<file path="src/rtl/rot_pkg.sv">
// Shared definitions for the HEX rotation scheduler: controller state
// encoding, rotation limits, direction codes and the sel advance rule.
package rot_pkg;

    typedef enum logic [1:0] {
        ST_PAUSE = 2'b00,
        ST_RUN   = 2'b01,
        ST_HOLD  = 2'b10
    } state_t;

    localparam logic [1:0] SEL_MAX = 2'd2;
    localparam logic       DIR_FWD = 1'b0;
    localparam logic       DIR_REV = 1'b1;

    // Next rotation index; an out-of-range index restarts from position 0.
    function automatic logic [1:0] next_sel(input logic [1:0] cur, input logic dir_v);
        logic [1:0] base;
        base = (cur > SEL_MAX) ? 2'd0 : cur;
        if (dir_v == DIR_FWD) begin
            next_sel = (base == SEL_MAX) ? 2'd0 : base + 2'd1;
        end else if (dir_v == DIR_REV) begin
            next_sel = (base == 2'd0) ? SEL_MAX : base - 2'd1;
        end else begin
            next_sel = base;
        end
    endfunction

endpackage

</file>
<file path="src/rtl/step_debounce.sv">
// Push-button conditioner: 2-flop synchronizer followed by a stable-level
// counter. step_clean_o is the accepted button level; step_flip_o is high in
// the cycle where the opposite level has been stable for DEB_CYCLES cycles, so
// step_clean_o toggles on the following edge. clr_i parks the conditioner in
// the released state with an empty count.
module step_debounce #(
    parameter int DEB_CYCLES = 500_000
) (
    input  logic clk_i,
    input  logic rst_ni,
    input  logic step_i,
    input  logic clr_i,
    output logic step_clean_o,
    output logic step_flip_o
);

    localparam int CW = $clog2(DEB_CYCLES + 1);
    localparam logic [CW-1:0] CNT_MAX = CW'(DEB_CYCLES);

    logic [1:0]    sync_q;
    logic          step_s;
    logic [CW-1:0] cnt_q, cnt_d;
    logic          clean_q, clean_d;

    assign step_s = sync_q[1];

    // Bring the raw, bouncy button level into the clock domain.
    always_ff @(posedge clk_i or negedge rst_ni) begin
        if (!rst_ni) begin
            sync_q <= 2'b00;
        end else begin
            sync_q <= {sync_q[0], step_i};
        end
    end

    // Count consecutive cycles disagreeing with the accepted level; flip it once the count is full.
    always_comb begin
        cnt_d   = cnt_q;
        clean_d = clean_q;
        if (clr_i) begin
            cnt_d   = '0;
            clean_d = 1'b0;
        end else if (cnt_q == CNT_MAX) begin
            cnt_d   = '0;
            clean_d = ~clean_q;
        end else if (step_s != clean_q) begin
            cnt_d = cnt_q + CW'(1);
        end else begin
            cnt_d = '0;
        end
    end

    // Debounce counter and accepted-level registers.
    always_ff @(posedge clk_i or negedge rst_ni) begin
        if (!rst_ni) begin
            cnt_q   <= '0;
            clean_q <= 1'b0;
        end else begin
            cnt_q   <= cnt_d;
            clean_q <= clean_d;
        end
    end

    assign step_clean_o = clean_q;
    assign step_flip_o  = (cnt_q == CNT_MAX);

endmodule

</file>
<file path="src/rtl/rotate_scheduler.sv">
// Sequencing controller for the 3-position HEX rotation: produces the mux
// select at a programmable rate, with pause/run, direction control and a
// debounced single-step button.
module rotate_scheduler
    import rot_pkg::*;
#(
    parameter int TICK_DIV   = 50_000_000,
    parameter int DEB_CYCLES = 500_000
) (
    input  logic       CLOCK_50,
    input  logic       resetn,
    input  logic       run_en,
    input  logic       dir,
    input  logic       step,
    output logic [1:0] sel,
    output logic       tick,
    output logic [1:0] state
);

    localparam int DW = $clog2(TICK_DIV);
    localparam logic [DW-1:0] DIV_MAX = DW'(TICK_DIV - 1);

    logic [1:0]    run_sync_q, dir_sync_q;
    logic          run_s, dir_s;
    state_t        state_q, state_d;
    logic [1:0]    sel_q, sel_d;
    logic          tick_q, tick_d;
    logic [DW-1:0] div_q, div_d;
    logic          advance;
    logic          step_clean, step_flip;

    assign run_s = run_sync_q[1];
    assign dir_s = dir_sync_q[1];

    // Synchronize the switch levels before any decision uses them.
    always_ff @(posedge CLOCK_50 or negedge resetn) begin
        if (!resetn) begin
            run_sync_q <= 2'b00;
            dir_sync_q <= 2'b00;
        end else begin
            run_sync_q <= {run_sync_q[0], run_en};
            dir_sync_q <= {dir_sync_q[0], dir};
        end
    end

    // The button is ignored while auto-rotating, so its conditioner is held clear in RUN.
    step_debounce #(
        .DEB_CYCLES (DEB_CYCLES)
    ) u_step_debounce (
        .clk_i        (CLOCK_50),
        .rst_ni       (resetn),
        .step_i       (step),
        .clr_i        (state_q == ST_RUN),
        .step_clean_o (step_clean),
        .step_flip_o  (step_flip)
    );

    // Next-state logic: run has priority over a step press, and leaving RUN drops the partial period.
    always_comb begin
        state_d = state_q;
        div_d   = '0;
        advance = 1'b0;
        unique case (state_q)
            ST_PAUSE: begin
                if (run_s) begin
                    state_d = ST_RUN;
                end else if (step_flip && !step_clean) begin
                    advance = 1'b1;
                    state_d = ST_HOLD;
                end
            end
            ST_RUN: begin
                if (!run_s) begin
                    state_d = ST_PAUSE;
                end else if (div_q == DIV_MAX) begin
                    advance = 1'b1;
                end else begin
                    div_d = div_q + DW'(1);
                end
            end
            ST_HOLD: begin
                if (step_flip && step_clean) begin
                    state_d = ST_PAUSE;
                end
            end
            default: begin
                state_d = ST_PAUSE;
            end
        endcase
        sel_d  = advance ? next_sel(sel_q, dir_s) : sel_q;
        tick_d = advance;
    end

    // Controller state, divider, rotation index and tick registers.
    always_ff @(posedge CLOCK_50 or negedge resetn) begin
        if (!resetn) begin
            state_q <= ST_PAUSE;
            div_q   <= '0;
            sel_q   <= 2'd0;
            tick_q  <= 1'b0;
        end else begin
            state_q <= state_d;
            div_q   <= div_d;
            sel_q   <= sel_d;
            tick_q  <= tick_d;
        end
    end

    assign sel   = sel_q;
    assign tick  = tick_q;
    assign state = state_q;

endmodule

</file>
<file path="config.mk">
export PLATFORM = sky130hd
export DESIGN_NAME = rotate_scheduler
export DESIGN_NICKNAME = d
export VERILOG_FILES = /design/src/rtl/rot_pkg.sv /design/src/rtl/step_debounce.sv /design/src/rtl/rotate_scheduler.sv
export SDC_FILE = /design/constraint.sdc
export NUM_CORES = 1
export LEC_CHECK = 0
export ABC_AREA = 0
export CAP_MARGIN = 40
export CELL_PAD_IN_SITES_DETAIL_PLACEMENT = 1
export CELL_PAD_IN_SITES_GLOBAL_PLACEMENT = 2
export CORE_ASPECT_RATIO = 1.75
export CORE_MARGIN = 2
export CORE_UTILIZATION = 43
export DETAILED_ROUTE_END_ITERATION = 10
export PLACE_DENSITY_LB_ADDON = 0.1
export SLEW_MARGIN = 20
export SYNTH_ARGS = -nofsm -noshare
export SYNTH_HDL_FRONTEND = slang
export SYNTH_SLANG_ARGS = --single-unit
</file>
<file path="constraint.sdc">
create_clock -name CLOCK_50 -period 4.23 [get_ports CLOCK_50]
set_clock_uncertainty 0.2 [all_clocks]
set_input_delay 0.6345 -clock CLOCK_50 [delete_from_list [all_inputs] [get_ports CLOCK_50]]
set_output_delay 0.6345 -clock CLOCK_50 [all_outputs]
set_load 0.02 [all_outputs]
</file>
# After elaboration in Yosys (flattened, before gate mapping)
# Cells that the tools add are included.
dict set report totals {
  ff_bits 57
  wordCells 53
  input_bits 5
  out_inout_bits 5
}
dict set report classes {
  magnitude_cmp 1
  addsub 4
  eq_ne 9
  n_mux 22
  n_bitwise 1
  n_reduce_logical 7
}
# operator count
set op_table {}
lappend op_table {{$mux 26} 3}
lappend op_table {{$mux 19} 3}
lappend op_table {{$add 26x1->26 const B} 1}
lappend op_table {{$eq 26x26->1 const B} 1}
lappend op_table {{$add 19x1->19 const B} 1}
lappend op_table {{$eq 19x19->1 const B} 1}
lappend op_table {{$mux 2} 8}
lappend op_table {{$mux 1} 6}
lappend op_table {{$pmux 2 s3} 1}
lappend op_table {{$eq 2x2->1 const B} 2}
lappend op_table {{$logic_not 2->1} 2}
lappend op_table {{$ne 2x2->1 const B} 2}
lappend op_table {{$ne 3x3->1 const B} 1}
lappend op_table {{$reduce_and 3->1} 1}
lappend op_table {{$add 2x1->2 const B} 1}
lappend op_table {{$eq 2x1->1 const B} 1}
lappend op_table {{$gt 2x2->1 const B} 1}
lappend op_table {{$logic_and 1x1->1} 2}
lappend op_table {{$pmux 1 s2} 1}
lappend op_table {{$reduce_bool 2->1} 1}
lappend op_table {{$sub 2x1->2 const B} 1}
lappend op_table {{$logic_not 1->1} 1}
lappend op_table {{$ne 1x1->1} 1}
lappend op_table {{$not 1->1} 1}

# Logic depth before layout (Yosys ltp)
# Gate-level depths: netlist of the first run.
dict set report logic_depth {
  depth_word 5
  mapped_depth 8
  depth_no_buf 6
}

# Hierarchy
# From an unflattened synthesis of the first run, not the netlist that was laid out.
dict set report hier_totals {
  cells_unflattened 287
  area_unflattened_um2 2871.5
}
# mod cells_per_inst seq_area_each_um2 area_each_um2 instances
set by_module_without_submodules {}
lappend by_module_without_submodules {rotate_scheduler 178 875.8 1778.0 1}
lappend by_module_without_submodules {step_debounce 109 550.5 1093.5 1}

# Least setup slack after synthesis of the first run
# No wires, ideal clock.
dict set report synth_path {
  path_type {register -> register}
  from {reg div_q[0]}
  to {reg div_q[10]}
  path_buffers 1
  required_time_ps 3911
  arrival_time_ps 1611
  path_stages_with_launch 8
  synth_period_minus_slack_ps 1930
  setup_ps 119
  path_slack_ps 2300
  cell_sequence {dfrtp_1 ha_1 nand3_1 nor4_1 nand4_1 nand3_1 buf_4 nor2_1}
}
dict set report synth_between {
  elab_chain_cells 4
  word_cells_on_any_way 5
  classes_between {1 x add/sub; 1 x eq/ne; 3 x mux}
}
# element line
set synth_lines {}
lappend synth_lines {{start, declared} rotate_scheduler.sv:28} ;# logic [DW-1:0] div_q, div_d;
lappend synth_lines {{start signal, assigned} rotate_scheduler.sv:103} ;# div_q <= div_d;
lappend synth_lines {{$add 26x1->26 or $eq 26x26->1 (tied branches)} {rotate_scheduler.sv:78, rotate_scheduler.sv:75}}
lappend synth_lines {{$mux 26 *} rotate_scheduler.sv:75} ;# end else if (div_q == DIV_MAX) begin
lappend synth_lines {{$mux 26 *} rotate_scheduler.sv:73} ;# if (!run_s) begin
lappend synth_lines {{$mux 26 *} rotate_scheduler.sv:63} ;# unique case (state_q)
lappend synth_lines {{via div_d[10]} rotate_scheduler.sv:28}
# The timed path passes the listed nets; every way through them passes the cells marked *.
# A chain may end at the register's enable or synchronous reset.

# Worst setup path after layout of the first run
dict set report layout_path {
  from {reg u_step_debounce.cnt_q[6]}
  to {reg u_step_debounce.cnt_q[2]}
}
dict set report layout_between {
  elab_chain_cells 3
}
# element line
set layout_lines {}
lappend layout_lines {{start, declared} step_debounce.sv:22} ;# logic [CW-1:0] cnt_q, cnt_d;
lappend layout_lines {{start signal, assigned} step_debounce.sv:59} ;# cnt_q <= cnt_d;
lappend layout_lines {{$eq 19x19->1} step_debounce.sv:43} ;# end else if (cnt_q == CNT_MAX) begin
lappend layout_lines {{$mux 19} step_debounce.sv:43}
lappend layout_lines {{$mux 19} step_debounce.sv:40} ;# if (clr_i) begin
lappend layout_lines {{via u_step_debounce.cnt_d[2]} step_debounce.sv:22}
# The timed path passes the listed nets, and every way through them passes these cells.

==> results.cfg, run 1 <==
[outcome]
status = finished clean

[synth]
synth_commonest_cells = dfrtp_1, nor2_1, xor2_1
synth_area_leaders = dfrtp_1, xor2_1, nor2_1
syn-instance-count = 262
async_reset_ff_frac = 1.00
ys_ff_latch = 57
synth_mux_area_frac = 0.0147
synth_ff_type = dfrtp_1
yosysTopAreaCell = dfrtp_1
synth_edf_count = 0
yosys_warnings = 0
synth-compound-area-share = 0.0115
synth_top_family_by_area = simple AND/OR/NAND/NOR gates
synth_nets = 272
synth.avg_cell_area_um2 = 10.4
yosysMostFrequentCell = dfrtp_1
synth_top_cell_area_share = 0.525
synth_seq_area_share = 0.525
yosys.area_share.xor_xnor = 0.135
synth_cell_types = 33
synthAdderAreaFrac = 0.0230
yosys.area_share.simple = 0.258
synth_area_um2 = 2720

[final_layout]
antennaDiodeCount = 0
fin_area_um2 = 3080
syn_to_final_growth_pct = 13.2
fin_nets = 290
fill_cells = 682
drive_above_1_share = 0.0842

[floorplan]
std_cell_rows = 38
die_area_um2 = 7000
num_io_pins = 10
die_h_um = 109
core_region_area_um2 = 6130
start_util = 0.443
die_x_um = 64.1

[worst_setup_path]
critPathLaunch = u_step_debounce.cnt_q[6]$_DFF_PN0_
cp.required_ps = 4210
crit_path_start_kind = flip-flop
endpoint_kind = flip-flop
crit_fanout = 19
crit_type = flip-flop to flip-flop
crit_arrival_ps = 2410
reg2reg_from = u_step_debounce.cnt_q[6]$_DFF_PN0_

[cts]
clockRootBuffer = clkbuf_8
htreeDepth = 3
cts_hold_buf = 0
ctsResizeCount = 0
clkTransAtPathRegs_ps = 60
cts.sinks = 57
clk_path_buf_depth = 2
post_cts_buffers = 0
cts_tree = yes
clock_latency_ps = 330
cts-buffers-inserted = 9

[power_and_ir_drop]
power.switching_w = 0.000237
p_comb_frac = 0.035
power_frac_seq = 0.533
powerDensity_nw_per_um2 = 339
irDropWorstVdd_mv = 0.195
p_clk_frac = 0.431
p_int_w = 0.000805
p_leak_nw = 1.34
sw_frac_of_total = 0.228

[global_routing]
top_usage_layer = met2
grt_pass1_wl_mm = 10.7
grt_pass1_vias = 2219
grt_overflow = 0
grt_use_total = 0.202
grt_max_degree = 21
grtUsageMet3 = 0.0382
met1_usage = 0.203
gr-usage-met2 = 0.385
antenna_found_initial = 0

[timing]
post-route-period-util = 0.575
slew_headroom = 0.536
rsz0062_at_grt = no
tns_ps = 0
timing.final.crit_period_ps = 2430
slew_violations = 0
final-hold-violation-count = 0
tightest_slew_ps = 695
finalSetupViolations = 0
clock.fmax_mhz = 411

[hold_path]
hold_path.class = input port to async pin

[detailed_routing]
routedWlPerCell_um = 16.6
avgViaCountPerCell = 5.29
ant_nets = 0
drc = 0
vias = 1932
drt-initial-drc-count = 74
drt-total-wl_mm = 6.06
dr.pass1.iters = 4

[placement]
gp_congestion = 0.729
dpl_cell_area_um2 = 2900
dp_hpwl_mm = 4.50
portBuffers = 9

[job]
maxCapViolations = 0
[flip-flops by register name, summed over array words and instances, names as in the netlist]
register and count:
sel 2, u_step_debounce.sync_q 2, u_step_debounce.cnt_q 19, run_sync_q 2
state 2, div_q 26, dir_sync_q 2, u_step_debounce.step_clean_o 1
tick 1
[placed cells by master (no fill, tap or decap), types with 6 or more instances in the layout]
| cell | count |
|---|---|
| clkdlybuf4s50_1 | 8 |
| nand4_1 | 9 |
| xor2_1 | 29 |
| nand3_1 | 21 |
| and3_1 | 6 |
| nor2_1 | 56 |
| clkbuf_8 | 11 |
| nand2_1 | 16 |
| xnor2_1 | 13 |
| dfrtp_1 | 57 |
| inv_1 | 10 |
[power by group through the flow]
stage	logic [W]	registers, W	clock network (W)
3_5_place_dp	0.0000389	0.000566	0
2_1_floorplan	0.0000167	0.000565	0
3_3_place_gp	0.0000330	0.000565	0
4_1_cts	0.0000389	0.000556	0.000472
6_report	0.0000369	0.000556	0.000449
5_1_grt	0.0000420	0.000556	0.000484
[per-layer routing]
metal / part of all wire / wire length (um)
met1: 0.37 / 2230
met4: 0.022 / 131
met5: 0 / 0
met3: 0.017 / 100
met2: 0.59 / 3600
[logic make-up after synthesis]
family	after synthesis
compound gates	5
xor+xnor	42
fa+ha+maj	5
buf+inv	15
flops	57
mux	4
simple gates	134
[worst max-delay path: stages, from the launching register on]
cell and delay, ps:
dfrtp_1 430, nor4b_1 340, nand2_1 180, nor4_4 380, or3_1 620, nor2_1 130
[cell type report]
class | instances | area [um2] | area share
inverters | 10 | 37.5 | 0.0122
multi-input cells | 190 | 1200 | 0.391
clock inverters | 3 | 15.0 | 0.00488
clock buffers | 13 | 159 | 0.0516
repair buffers | 12 | 135 | 0.0439
well taps | 80 | 100 | 0.0325
flip-flops and latches | 57 | 1430 | 0.464
[through the flow]
step                      worst slack [ps]   util  instances  power, W  hold slack [ps]
final                                 1800  0.502        365   0.00104             77.4
after global routing                  1630  0.502        365   0.00108             99.0
after CTS                             1740  0.502        365   0.00107             61.2
after detailed placement              1750  0.473        349  0.000605              154
after global placement                1710  0.466        347  0.000598              135
after floorplan                       2300      -        262  0.000581              131
[worst paths after layout]
path	cells after the start	to	slack, ps
min reg2reg	0	u_step_debounce.sync_q[1]$_DFF_PN0_	160
max	5	u_step_debounce.cnt_q[2]$_DFF_PN0_	1800
max in group asynchronous	2	div_q[4]$_DFF_PN0_	3090
max reg2reg	5	u_step_debounce.cnt_q[2]$_DFF_PN0_	1800
min in group CLOCK_50	0	u_step_debounce.sync_q[1]$_DFF_PN0_	160
min	1	u_step_debounce.cnt_q[7]$_DFF_PN0_	80
Note: power is estimated with default switching activity, not from simulation.
==> inputs of run 2 (changes only) <==
--- a/config.mk
+++ b/config.mk
@@ -11,7 +11,7 @@
 export CELL_PAD_IN_SITES_GLOBAL_PLACEMENT = 2
 export CORE_ASPECT_RATIO = 1.75
 export CORE_MARGIN = 2
-export CORE_UTILIZATION = 43
+export CORE_UTILIZATION = 40
 export DETAILED_ROUTE_END_ITERATION = 10
 export PLACE_DENSITY_LB_ADDON = 0.1
 export SLEW_MARGIN = 20
==> constraint.sdc (replaced) <==
create_clock -name CLOCK_50 -period 2.28 [get_ports CLOCK_50]
set_clock_uncertainty 0.2 [all_clocks]
set_input_delay 0.342 -clock CLOCK_50 [delete_from_list [all_inputs] [get_ports CLOCK_50]]
set_output_delay 0.342 -clock CLOCK_50 [all_outputs]
set_load 0.02 [all_outputs]
==> run 2 against run 1 <==
  * Sequential power is 85% higher
  * Largest cell class unchanged
  * Wire length is 4.3% lower
  * Combinational power is 100% higher
  * Critical path depth is 2 higher
  * Global-route usage is 2.2 points lower
  * Die area is 7.1% higher
  * Power is 120% higher
  * First-iteration DRC count is 18% lower
  * Clock-buffer cell count is 1 lower
  * Final cell count is 2.7% higher
  * Critical path type unchanged
==> results.cfg, run 2 (synthesized netlist as in run 1, its figures left out) <==
[detailed_routing]
ant_nets = 0
vias = 1935
routedWlPerCell_um = 15.5
drt-total-wl_mm = 5.80
drc = 0
avgViaCountPerCell = 5.16
dr.pass1.iters = 4
drt-initial-drc-count = 61

[timing]
post-route-period-util = 0.908
slew_headroom = 0.684
tightest_slew_ps = 471
tns_ps = 0
finalSetupViolations = 0
rsz0062_at_grt = no
clock.fmax_mhz = 483
slew_violations = 0
final-hold-violation-count = 0
timing.final.crit_period_ps = 2070

[placement]
dp.cells = 361
dp_hpwl_mm = 4.24
portBuffers = 9
gp_congestion = 0.745

[worst_setup_path]
crit_fanout = 25
endpoint_kind = flip-flop
critPathLaunch = div_q[0]$_DFF_PN0_
reg2reg_from = div_q[0]$_DFF_PN0_
cp.required_ps = 2290
crit_type = flip-flop to flip-flop
crit_arrival_ps = 2080
crit_path_start_kind = flip-flop

[final_layout]
fin_nets = 301
layout_common_cells = dfrtp_1, nor2_1, xor2_1
antennaDiodeCount = 0
fill_cells = 754
drive_above_1_share = 0.109
largestRegisters = div_q x26, u_step_debounce.cnt_q x19
multi_input_area_um2 = 1210
top_register = div_q
syn_to_final_growth_pct = 19.4
largest_register_ffs = 26
final_common_cell = dfrtp_1
finalNonFillerCells = 375
register_area_um2 = 1430

[power_and_ir_drop]
p_int_w = 0.00179
p_clk_frac = 0.510
p_comb_frac = 0.033
powerDensity_nw_per_um2 = 695
sw_frac_of_total = 0.206
irDropWorstVdd_mv = 0.371
power_frac_seq = 0.457
p_leak_nw = 1.42
power.switching_w = 0.000464

[floorplan]
die_area_um2 = 7500
core_region_area_um2 = 6540
die_x_um = 66.3
die_h_um = 113
num_io_pins = 10
std_cell_rows = 39
start_util = 0.416

[cts]
clockRootBuffer = clkbuf_16
htreeDepth = 3
clkTransAtPathRegs_ps = 50
cts.sinks = 57
clock_latency_ps = 320
cts_tree = yes
cts-buffers-inserted = 9
clk_path_buf_depth = 2

[global_routing]
grt_overflow = 0
grt_pass1_wl_mm = 10.1
grt_pass1_vias = 2172
grt_max_degree = 26
antenna_found_initial = 0
grt_use_total = 0.180

[hold_path]
hold_path.class = flip-flop to flip-flop
hold_path_startpoint = u_step_debounce.sync_q[0]$_DFF_PN0_

[outcome]
status = finished clean

[job]
maxCapViolations = 0
==> run 2: cell types whose count changed in the layout (fill, tap and decap cells not counted), sizes merged <==
cell         change
clkbuf           -1
buf             +10
clkinv           -2
dlygate4sd3      +1
==> run 2: layout make-up <==
cell class,instances,share of cell area
Sequential cell,57,0.439
Multi-Input combinational cell,190,0.373
Clock buffer,12,0.0759
Timing Repair Buffer,23,0.0671
Tap cell,82,0.0316
Inverter,10,0.0116
Clock inverter,1,0.00154
==> run 2: layer usage <==
layer  part of all wire  track usage
met4              0.023       0.0939
met3              0.016       0.0388
met5                  0            0
met1               0.39        0.188
met2               0.57        0.326
==> run 2: worst paths after layout <==
kind | end | slack [ps] | cells after the start
max in group asynchronous | div_q[1]$_DFF_PN0_ | 890 | 3
worst min register to register | u_step_debounce.sync_q[1]$_DFF_PN0_ | 150 | 0
worst max register to register | div_q[5]$_DFF_PN0_ | 210 | 7
worst min-delay path | u_step_debounce.sync_q[1]$_DFF_PN0_ | 150 | 0
min in group asynchronous | u_step_debounce.cnt_q[8]$_DFF_PN0_ | 300 | 2
worst max-delay path | div_q[5]$_DFF_PN0_ | 210 | 7
==> run 2: power by group through the flow <==
stage / Clock (W) / Combinational [W] / Sequential (W)
floorplan: 0 / 0.0000309 / 0.00105
global placement: 0 / 0.0000763 / 0.00105
detailed placement: 0 / 0.0000775 / 0.00105
finish: 0.00115 / 0.0000752 / 0.00103
global route: 0.00123 / 0.0000857 / 0.00103
CTS: 0.00119 / 0.0000791 / 0.00103
==> run 2: per-stage QoR <==
| stage | total power, W | util | cell area, um2 | hold slack, ps | setup WS [ps] |
|---|---|---|---|---|---|
| after global routing | 0.00235 | 0.496 | 3250 | 160 | 27.2 |
| after floorplan | 0.00108 | - | 2720 | -154 | 350 |
| after global placement | 0.00112 | 0.455 | 2980 | 115 | 73.3 |
| final | 0.00226 | 0.496 | 3250 | 146 | 210 |
| after CTS | 0.00230 | 0.495 | 3240 | 152 | 12.2 |
| after detailed placement | 0.00112 | 0.455 | 2980 | 117 | 27.5 |
==> run 2: critical path, cell delays in order, from the launching register on <==
cell     delay (ps)
dfrtp_1         380
ha_1            200
nand3_1         120
nor4_1          360
nand4_1         240
nand3_1         190
buf_12          180
nor2_1           70
==> run 2: timing repair <==
action                     in CTS  in global routing
resized for setup               0                  1
hold endpoints to repair       18                  0
setup endpoints to repair       0                  2
hold buffers                    1                  0
buffers inserted                0                  0
==> inputs of run 3 (changes only) <==
==> constraint.sdc (replaced) <==
create_clock -name CLOCK_50 -period 1.95 [get_ports CLOCK_50]
set_clock_uncertainty 0.2 [all_clocks]
set_input_delay 0.2925 -clock CLOCK_50 [delete_from_list [all_inputs] [get_ports CLOCK_50]]
set_output_delay 0.2925 -clock CLOCK_50 [all_outputs]
set_load 0.02 [all_outputs]
==> run 3 against run 2 <==
  * Critical path depth is 2 lower
  * Via count is 5.7% higher
  * Combinational power is 29% higher
  * Clock power is 25% higher
  * Critical path type unchanged
  * Highest routed layer unchanged
==> results.cfg, run 3 (synthesized netlist as in run 1, its figures left out) <==
[power_and_ir_drop]
power.switching_w = 0.000585
p_int_w = 0.00215
sw_frac_of_total = 0.214
power_frac_seq = 0.439
p_leak_nw = 1.59
p_clk_frac = 0.525
p_comb_frac = 0.036
irDropWorstVdd_mv = 0.650
powerDensity_nw_per_um2 = 782

[timing]
tightest_slew_ps = 486
timing.final.crit_period_ps = 1900
post-route-period-util = 0.976
clock.fmax_mhz = 525
final-hold-violation-count = 0
slew_violations = 0
layout_setup_ws_ps = 46.4
rsz0062_at_grt = yes
slew_headroom = 0.676
tns_ps = 0
finalSetupViolations = 0

[worst_setup_path]
crit_path_start_kind = flip-flop
endpoint_kind = flip-flop
r2r_cells = 5
cp.required_ps = 1940
reg2reg_to = sel[1]$_DFFE_PN0P_
rrSetupSlack_ps = 50
crit_type = flip-flop to flip-flop
reg2reg_from = u_step_debounce.cnt_q[10]$_DFF_PN0_
crit_fanout = 3
crit_arrival_ps = 1890

[floorplan]
num_io_pins = 10
die_area_um2 = 7500
die_x_um = 66.3
std_cell_rows = 39
die_h_um = 113
start_util = 0.416
core_region_area_um2 = 6540

[hold_path]
hold_path.class = flip-flop to flip-flop
hold_path_startpoint = u_step_debounce.sync_q[0]$_DFF_PN0_
hold_end = u_step_debounce.sync_q[1]$_DFF_PN0_
min_path_cells = 0

[cts]
clockRootBuffer = clkbuf_16
clk_path_buf_depth = 2
clkTransAtPathRegs_ps = 50
cts-buffers-inserted = 9
clock_latency_ps = 330
cts.sinks = 57
htreeDepth = 3
cts_tree = yes

[final_layout]
antennaDiodeCount = 0
largestRegisters = div_q x26, u_step_debounce.cnt_q x19
final_common_cell = dfrtp_1
fin_util = 0.536
drive_above_1_share = 0.207
top_register = div_q
largest_register_ffs = 26
syn_to_final_growth_pct = 28.9
fin_nets = 324
fin_area_um2 = 3500
layout_common_cells = dfrtp_1, nor2_1, buf_4

[job]
maxCapViolations = 0

[detailed_routing]
avgViaCountPerCell = 5.10
ant_nets = 0
routedWlPerCell_um = 15.9
drt-total-wl_mm = 6.36
vias = 2046
drc = 0
dr.pass1.iters = 4
drt-initial-drc-count = 45

[global_routing]
grt_pass1_wl_mm = 11.0
grt_max_degree = 26
grt_pass1_vias = 2296
grt_overflow = 0
grt_use_total = 0.202
antenna_found_initial = 0

[placement]
dpl_worst_slack_ps = -34.2
dpl_cell_area_um2 = 3150
gp_congestion = 0.767
dp_hpwl_mm = 4.68
portBuffers = 9

[outcome]
status = finished clean
-- run 3: final cells by class --
type	count	area [um2]
fill	745	3040
timing repair buffer	46	407
clock inverter	3	15.0
tap	82	103
inverter	10	37.5
clock buffer	13	260
multi-input combinational	190	1250
sequential	57	1430
-- run 3: worst max path at each step --
stage / start / to / slack (ps)
floorplan: div_q[0]$_DFF_PN0_ / div_q[10]$_DFF_PN0_ / 20
global placement: u_step_debounce.cnt_q[9]$_DFF_PN0_ / sel[1]$_DFFE_PN0P_ / -90
detailed placement: u_step_debounce.cnt_q[6]$_DFF_PN0_ / sel[1]$_DFFE_PN0P_ / -30
CTS: u_step_debounce.cnt_q[9]$_DFF_PN0_ / sel[1]$_DFFE_PN0P_ / -40
global route: div_q[1]$_DFF_PN0_ / div_q[18]$_DFF_PN0_ / -50
finish: u_step_debounce.cnt_q[10]$_DFF_PN0_ / sel[1]$_DFFE_PN0P_ / 50
-- run 3: metrics by stage --
step                hold WS (ps)  std cells  total power (W)
floorplan                   -203        262          0.00126
global placement            71.3        382          0.00132
detailed placement          80.2        382          0.00132
CTS                          161        400          0.00280
global route                 165        401          0.00286
finish                       154        401          0.00274
-- run 3: power groups by stage --
stage | logic [W] | clock network, W | registers (W)
2_1_floorplan | 0.0000361 | 0 | 0.00122
3_3_place_gp | 0.0000956 | 0 | 0.00122
3_5_place_dp | 0.0000979 | 0 | 0.00122
4_1_cts | 0.000100 | 0.00150 | 0.00120
5_1_grt | 0.000111 | 0.00155 | 0.00120
6_report | 0.0000973 | 0.00144 | 0.00120
-- run 3: what timing repair did --
item                                    in CTS  in global routing
setup buffers                                1                  1
pin swaps                                    2                  8
hold buffers                                 1                  0
gates resized for setup                      7                  4
endpoints found under the setup margin       7                 48
hold endpoints to repair                    17                  0
-- run 3: routing by layer --
metal / up-vias / track usage / wire length (um) / share of wire
met3: 12 / 0.0567 / 130 / 0.020
met1: 1036 / 0.187 / 2220 / 0.35
li1: 987 / - / - / -
met4: 0 / 0.117 / 176 / 0.028
met2: 11 / 0.374 / 3830 / 0.60
met5: - / 0 / 0 / 0
-- run 3: critical path, cell delays in order (launching register included) --
cell	delay (ps)
dfrtp_1	390
nor4b_2	310
nand2_2	130
nor4_1	350
a2bb2oi_1	210
mux2i_1	170
